## src/rtl/load_store_unit.sv

```systemverilog
// rtl/load_store_unit.sv - memory-stage load/store unit bridging the pipeline to a req/ack word bus
// Ports:
//   clk, rst                    clock, synchronous active-high reset
//   ALU_outM_i, WriteDataM_i    byte address and store data of the memory-stage access
//   Funct3M_i                   access size/sign (000 B, 001 H, 010 W, 100 BU, 101 HU)
//   MemWriteM_i, MemReadM_i     store / load request (both high counts as store)
//   ReadDataM_o                 registered, formatted load result
//   StallM_o                    pipeline hold request
//   MisalignM_o, BusErrM_o      one-cycle fault pulses
//   mem_req_o .. mem_be_o       registered word-bus request
//   mem_ack_i, mem_rdata_i      bus acknowledge and read data
module load_store_unit (
  input  logic        clk,
  input  logic        rst,
  input  logic [31:0] ALU_outM_i,
  input  logic [31:0] WriteDataM_i,
  input  logic [2:0]  Funct3M_i,
  input  logic        MemWriteM_i,
  input  logic        MemReadM_i,
  output logic [31:0] ReadDataM_o,
  output logic        StallM_o,
  output logic        MisalignM_o,
  output logic        BusErrM_o,
  output logic        mem_req_o,
  output logic        mem_we_o,
  output logic [31:0] mem_addr_o,
  output logic [31:0] mem_wdata_o,
  output logic [3:0]  mem_be_o,
  input  logic        mem_ack_i,
  input  logic [31:0] mem_rdata_i
);

  typedef enum logic [1:0] {IDLE, BUSY, DONE} state_e;

  // Timeout fires on the BUSY cycle in which the counter would reach 255.
  localparam logic [7:0] WAIT_LAST = 8'd254;

  state_e      state_q, state_d;
  logic        req_q, req_d;
  logic        we_q, we_d;
  logic [31:0] addr_q, addr_d;
  logic [31:0] wdata_q, wdata_d;
  logic [3:0]  be_q, be_d;
  logic [2:0]  funct3_q, funct3_d;
  logic [1:0]  off_q, off_d;
  logic [31:0] rdata_q, rdata_d;
  logic        misalign_q, misalign_d;
  logic        buserr_q, buserr_d;
  logic [7:0]  cnt_q, cnt_d;
  logic        stall_c;

  logic        access;
  logic        aligned;
  logic [3:0]  be_c;
  logic [31:0] wdata_c;
  logic [7:0]  lane_byte;
  logic [15:0] lane_half;
  logic [31:0] load_fmt;

  assign access = MemWriteM_i | MemReadM_i;

  // Funct3[1:0] is the size (00 byte, 01 half, else word); funct3[2] marks unsigned loads.
  always_comb begin
    aligned = 1'b1;
    be_c    = 4'b1111;
    wdata_c = WriteDataM_i;
    case (Funct3M_i[1:0])
      2'b00: begin
        be_c    = 4'b0001 << ALU_outM_i[1:0];
        wdata_c = {4{WriteDataM_i[7:0]}};
      end
      2'b01: begin
        aligned = ~ALU_outM_i[0];
        be_c    = 4'b0011 << ALU_outM_i[1:0];
        wdata_c = {2{WriteDataM_i[15:0]}};
      end
      default: begin
        aligned = (ALU_outM_i[1:0] == 2'b00);
      end
    endcase
    // Loads always fetch the whole word; lane selection happens on return.
    if (!MemWriteM_i) begin
      be_c = 4'b1111;
    end
  end

  // Return-path formatting uses the latched offset and funct3 of the access.
  always_comb begin
    case (off_q)
      2'd0:    lane_byte = mem_rdata_i[7:0];
      2'd1:    lane_byte = mem_rdata_i[15:8];
      2'd2:    lane_byte = mem_rdata_i[23:16];
      default: lane_byte = mem_rdata_i[31:24];
    endcase
    lane_half = off_q[1] ? mem_rdata_i[31:16] : mem_rdata_i[15:0];
    case (funct3_q[1:0])
      2'b00:   load_fmt = funct3_q[2] ? {24'd0, lane_byte}
                                      : {{24{lane_byte[7]}}, lane_byte};
      2'b01:   load_fmt = funct3_q[2] ? {16'd0, lane_half}
                                      : {{16{lane_half[15]}}, lane_half};
      default: load_fmt = mem_rdata_i;
    endcase
  end

  always_comb begin
    state_d    = state_q;
    req_d      = req_q;
    we_d       = we_q;
    addr_d     = addr_q;
    wdata_d    = wdata_q;
    be_d       = be_q;
    funct3_d   = funct3_q;
    off_d      = off_q;
    rdata_d    = rdata_q;
    cnt_d      = cnt_q;
    misalign_d = 1'b0;
    buserr_d   = 1'b0;
    stall_c    = 1'b0;
    case (state_q)
      IDLE: begin
        if (access) begin
          if (aligned) begin
            stall_c  = 1'b1;
            state_d  = BUSY;
            req_d    = 1'b1;
            we_d     = MemWriteM_i;
            addr_d   = {ALU_outM_i[31:2], 2'b00};
            be_d     = be_c;
            wdata_d  = wdata_c;
            funct3_d = Funct3M_i;
            off_d    = ALU_outM_i[1:0];
            cnt_d    = 8'd0;
          end else begin
            misalign_d = 1'b1;
            rdata_d    = 32'd0;
          end
        end
      end
      BUSY: begin
        stall_c = 1'b1;
        if (mem_ack_i) begin
          state_d = DONE;
          req_d   = 1'b0;
          if (!we_q) begin
            rdata_d = load_fmt;
          end
        end else begin
          cnt_d = cnt_q + 8'd1;
          if (cnt_q == WAIT_LAST) begin
            state_d  = DONE;
            req_d    = 1'b0;
            rdata_d  = 32'd0;
            buserr_d = 1'b1;
          end
        end
      end
      DONE: begin
        // Inputs seen here belong to the stalled instruction; never restart.
        state_d = IDLE;
      end
      default: begin
        state_d = IDLE;
      end
    endcase
  end

  always_ff @(posedge clk) begin
    if (rst) begin
      state_q    <= IDLE;
      req_q      <= 1'b0;
      we_q       <= 1'b0;
      addr_q     <= 32'd0;
      wdata_q    <= 32'd0;
      be_q       <= 4'd0;
      funct3_q   <= 3'd0;
      off_q      <= 2'd0;
      rdata_q    <= 32'd0;
      cnt_q      <= 8'd0;
      misalign_q <= 1'b0;
      buserr_q   <= 1'b0;
    end else begin
      state_q    <= state_d;
      req_q      <= req_d;
      we_q       <= we_d;
      addr_q     <= addr_d;
      wdata_q    <= wdata_d;
      be_q       <= be_d;
      funct3_q   <= funct3_d;
      off_q      <= off_d;
      rdata_q    <= rdata_d;
      cnt_q      <= cnt_d;
      misalign_q <= misalign_d;
      buserr_q   <= buserr_d;
    end
  end

  // The state register may still read BUSY during the first reset cycle.
  assign StallM_o    = stall_c & ~rst;
  assign ReadDataM_o = rdata_q;
  assign MisalignM_o = misalign_q;
  assign BusErrM_o   = buserr_q;
  assign mem_req_o   = req_q;
  assign mem_we_o    = we_q;
  assign mem_addr_o  = addr_q;
  assign mem_wdata_o = wdata_q;
  assign mem_be_o    = be_q;

endmodule

```

## config.mk

```make
export PLATFORM = sky130hd
export DESIGN_NAME = load_store_unit
export DESIGN_NICKNAME = d
export VERILOG_FILES = /design/src/rtl/load_store_unit.sv
export SDC_FILE = /design/constraint.sdc
export NUM_CORES = 1
export LEC_CHECK = 0
export ABC_CLOCK_PERIOD_IN_PS = 2200
export CELL_PAD_IN_SITES_DETAIL_PLACEMENT = 1
export CELL_PAD_IN_SITES_GLOBAL_PLACEMENT = 1
export CORE_AREA = 5 5 135 137
export CTS_BUF_LIST = sky130_fd_sc_hd__clkbuf_16
export DETAILED_ROUTE_END_ITERATION = 8
export DIE_AREA = 0 0 140 142
export PLACE_DENSITY = 0.76
export SYNTH_ARGS = -nofsm -noshare
export SYNTH_HDL_FRONTEND = slang
export SYNTH_SLANG_ARGS = --single-unit
```

## constraint.sdc

```tcl
create_clock -name clk -period 2.2 [get_ports clk]
set_clock_uncertainty 0.05 [all_clocks]
set_input_delay 0.44 -clock clk [delete_from_list [all_inputs] [get_ports clk]]
set_output_delay 0.44 -clock clk [all_outputs]
set_load 0.01 [all_outputs]
```

==> summary by stage <==
Status
The run finished with clean final reports.

Floorplan
The total I/O pin count is 209. The floorplan step defined a die boundary enclosing 19900 um2. The initial core utilization is 0.302. The overall die height is around 140 um. The number of standard-cell rows in the floorplan is between 40 and 50.

The core area is 16900 um2. The die outline width is 140 um.

GRT
The global router's overall resource usage is 0.193. After global routing the overflow that remains totals 0. The number of global-route vias before repair is 5825.

The first global-routing pass estimated 30.7 mm of wire. The initial antenna violation count is 0. Entering global routing, the biggest net connects 62 pins.

Cells and area
Relative to the synthesized area, the layout overhead comes to 63.3%. The fraction of layout cells with a size suffix above 1 is 0.123. Counting the fill cells in the layout gives 1963.

For this run, the post-layout net count is 939. The most common library cell in the layout ignoring fill and taps is clkdlybuf4s50_1. The number of antenna diodes is 0. In the layout the commonest cells are clkdlybuf4s50_1, nand2_1, dfxtp_1.

STA
Based on the critical path, the design can be clocked at up to 0.471 GHz. In the finished design, the share of the clock period the worst path needs comes to 0.965. Final hold analysis gives a worst-case slack of 0.404 ns. Across all setup checks in the final design, the least slack found is 0.0763 ns. The number of slew-limit violations in the final report was 0. The final count of hold timing violations is 0. The transition at the pin with the smallest max-transition slack is 0.889 ns. The remaining max-slew budget at the tightest pin is 0.405. The minimum clock period is 2.12 ns. Setup repair after global routing left no endpoint under its margin. The total setup violations reported at the end of the flow is 0. For the final routed database, the setup TNS stands at 0 ns.

Clock network
The number of setup buffers added after CTS is 0. The TritonCTS clock tree is done. For this design, the CTS-stage hold fixing added 0 buffers. The tree is rooted in a clkbuf_16. The number of CTS-inserted buffers is 17. After clock tree synthesis, the clock-pin slew on the worst setup and hold paths is approximately 0.06 ns. The clock insertion delay at the later pin of the skew report is 0.41 ns. The largest buffer count on any clock path is 2.

The tree built by TritonCTS fans out to around 120 sinks. The number of H-tree levels is 4.

Power
The total power density per cell area is slightly below 800 nW/um2. In this run the power spent charging and discharging nets is 0.00171 W. Internal power comes to 0.00493 W. The peak supply drop is 0.528 mV.

Summed over all cells, the static leakage comes to between 3 and 4 nW. The share of total power dissipated in sequential elements is 0.354. The fraction of power spent switching nets is 0.258. The total power is 0.00665 W. The portion of total power attributed to the clock network is 0.451. The share of total power in combinational logic is 0.195.

Worst setup path
STA puts the critical path data required time at 1.71 ns. Counting both buffers and inverters, the worst setup path holds a total of 2. The sort of element at the end of the critical path is an output port. The worst setup path is launched from an input port. The signal on the critical path passes through clkdlybuf4s50_1, a21oi_1, or2_4, a21oi_2, nor3_1, buf_2.

The maximum fanout along the worst path is 2. On the worst path, the slowest cell contributes a delay of 0.48 ns. The cell with the largest stage delay on the worst path is clkdlybuf4s50_1. Data on the critical path arrives at its endpoint at 1.63 ns. The kind of cell with the highest combined delay on the critical path is buffers and inverters. The critical path is of the input port to output port type.

Hold path
The min-delay analysis places its worst path in the category register to register.

Yosys
The async set or reset register ratio after synthesis is 0. The number of synthesized flops with an enable pin is 0. The area share of the largest cell type after synthesis is 0.458. For this run, the number of Yosys warnings is 0. In this run, distinct cell masters in the synthesized netlist total 60. The number of cells produced by synthesis is 606.

The area of the mapped netlist is 5120 um2. The top cell type by total area after synthesis is dfxtp_1. The main flop type after synthesis is dfxtp_1. Each instance of the synthesized netlist takes up on average between 8 and 9 um2. Synthesis inferred ~120 register bits.

For this run, the register share of the synthesized area comes to 0.458. Sorting the synthesized cells by area gives the leading types as dfxtp_1, nand2_1, a21oi_1.

Drt
For this run, the detailed router's first-pass iteration total came to 4. The number of remaining DRC errors is 0. In the routed layout, each cell is associated on average with a via count of around 5. The via count is 5346. In the final routed layout, each cell accounts on average for between 15 and 20 um. After detailed routing, the total wire length is 19.5 mm. The detailed router finished its first iteration with 190 violations. In this run the remaining antenna-violating nets after routing total 0.

Place
The worst slack at placement is -0.435 ns. The congestion estimate from routability-driven global placement came to between 0.7 and 0.8. Detailed placement ended at an HPWL of 14.6 mm. The port buffer count is 206.

Job
The max-capacitance violation count is 0.
routing by layer:
| layer | track usage | wire (um) | vias up |
|---|---|---|---|
| met5 | 0 | 0 | - |
| met4 | 0.0459 | 193 | 0 |
| met3 | 0.0853 | 1750 | 16 |
| met2 | 0.348 | 9850 | 175 |
| met1 | 0.208 | 7660 | 2560 |
| li1 | - | - | 2595 |
state kept, by name, indices dropped and copies added, names as in the netlist, 2 cells and up:
signal,cells
off_q,2
mem_be_o,4
cnt_q,8
mem_addr_o,30
funct3_q,3
state_q,2
ReadDataM_o,32
mem_wdata_o,32
worst min-delay path, cell delays in order (launching register included):
cell	delay, ns
dfxtp_1	0.31
nand2_1	0.05
a21oi_1	0.05
what timing repair did:
action                     in CTS  in global routing
setup endpoints to repair       9                  0
gates resized for setup         8                  0
hold endpoints to repair        0                  0
cell families (layout without fill, tap and decap cells):
group / Yosys count / in the layout / share of synthesized area
flip-flops: 117 / 117 / 0.458
AO/OA/AOI/OAI: 179 / 179 / 0.242
XOR/XNOR: 5 / 5 / 0.00856
multiplexers: 17 / 17 / 0.0357
adder cells (fa/ha/maj): 2 / 2 / 0.00489
other: 1 / 2 / 0.000733
buffers and inverters: 60 / 299 / 0.0526
AND/OR/NAND/NOR: 225 / 225 / 0.198
area by class of cell:
cell class                      instances  area, um2  area share
Sequential cell                       117       2340       0.280
Tap cell                              225        282      0.0337
Timing Repair Buffer                  255       2520       0.302
Inverter                               12       45.0     0.00539
Clock inverter                         15        211      0.0253
Clock buffer                           17        425      0.0509
Multi-Input combinational cell        430       2530       0.303
path summary, 6_finish.rpt:
| check | to | slack (ns) | from | cells past startpoint |
|---|---|---|---|---|
| setup / recovery | StallM_o | 0.08 | ALU_outM_i[1] | 6 |
| hold / removal | mem_addr_o[2] | 0.40 | mem_addr_o[2] | 2 |
| setup reg to reg | ReadDataM_o[11] | 0.21 | state_q[1] | 6 |
| hold reg to reg | mem_addr_o[2] | 0.40 | mem_addr_o[2] | 2 |
synth_stat cells (3+ instances only):
cell	number
nor2b_1	6
nand2_1	137
o21ai_0	9
clkbuf_1	30
inv_1	11
buf_6	3
nand3_1	4
a311oi_1	8
a21oi_1	81
mux2i_1	16
o211ai_1	10
or3_1	8
or2_2	5
o22ai_1	3
and3b_1	5
o311ai_0	6
nor3_1	7
buf_2	10
o2bb2ai_1	22
a221o_2	8
nor2_1	32
xor2_1	5
dfxtp_1	117
nand2b_1	5
a211o_1	5
a211oi_1	11
per-stage QoR:
stage / area (um2) / util / cells
detailed placement: 7710 / 0.455 / 1039
CTS: 8350 / 0.493 / 1071
global route: 8350 / 0.493 / 1071
finish: 8350 / 0.493 / 1071
floorplan: 5120 / - / 607
global placement: 7710 / 0.455 / 1039
power groups by stage:
stage / logic (W) / clock network, W / registers (W)
after CTS: 0.00131 / 0.00305 / 0.00235
after detailed placement: 0.00130 / 0 / 0.00240
after global placement: 0.00126 / 0 / 0.00239
after floorplan: 0.000481 / 0 / 0.00244
final: 0.00130 / 0.00300 / 0.00235
after global routing: 0.00140 / 0.00313 / 0.00237
(Power assumes the default switching activity.)
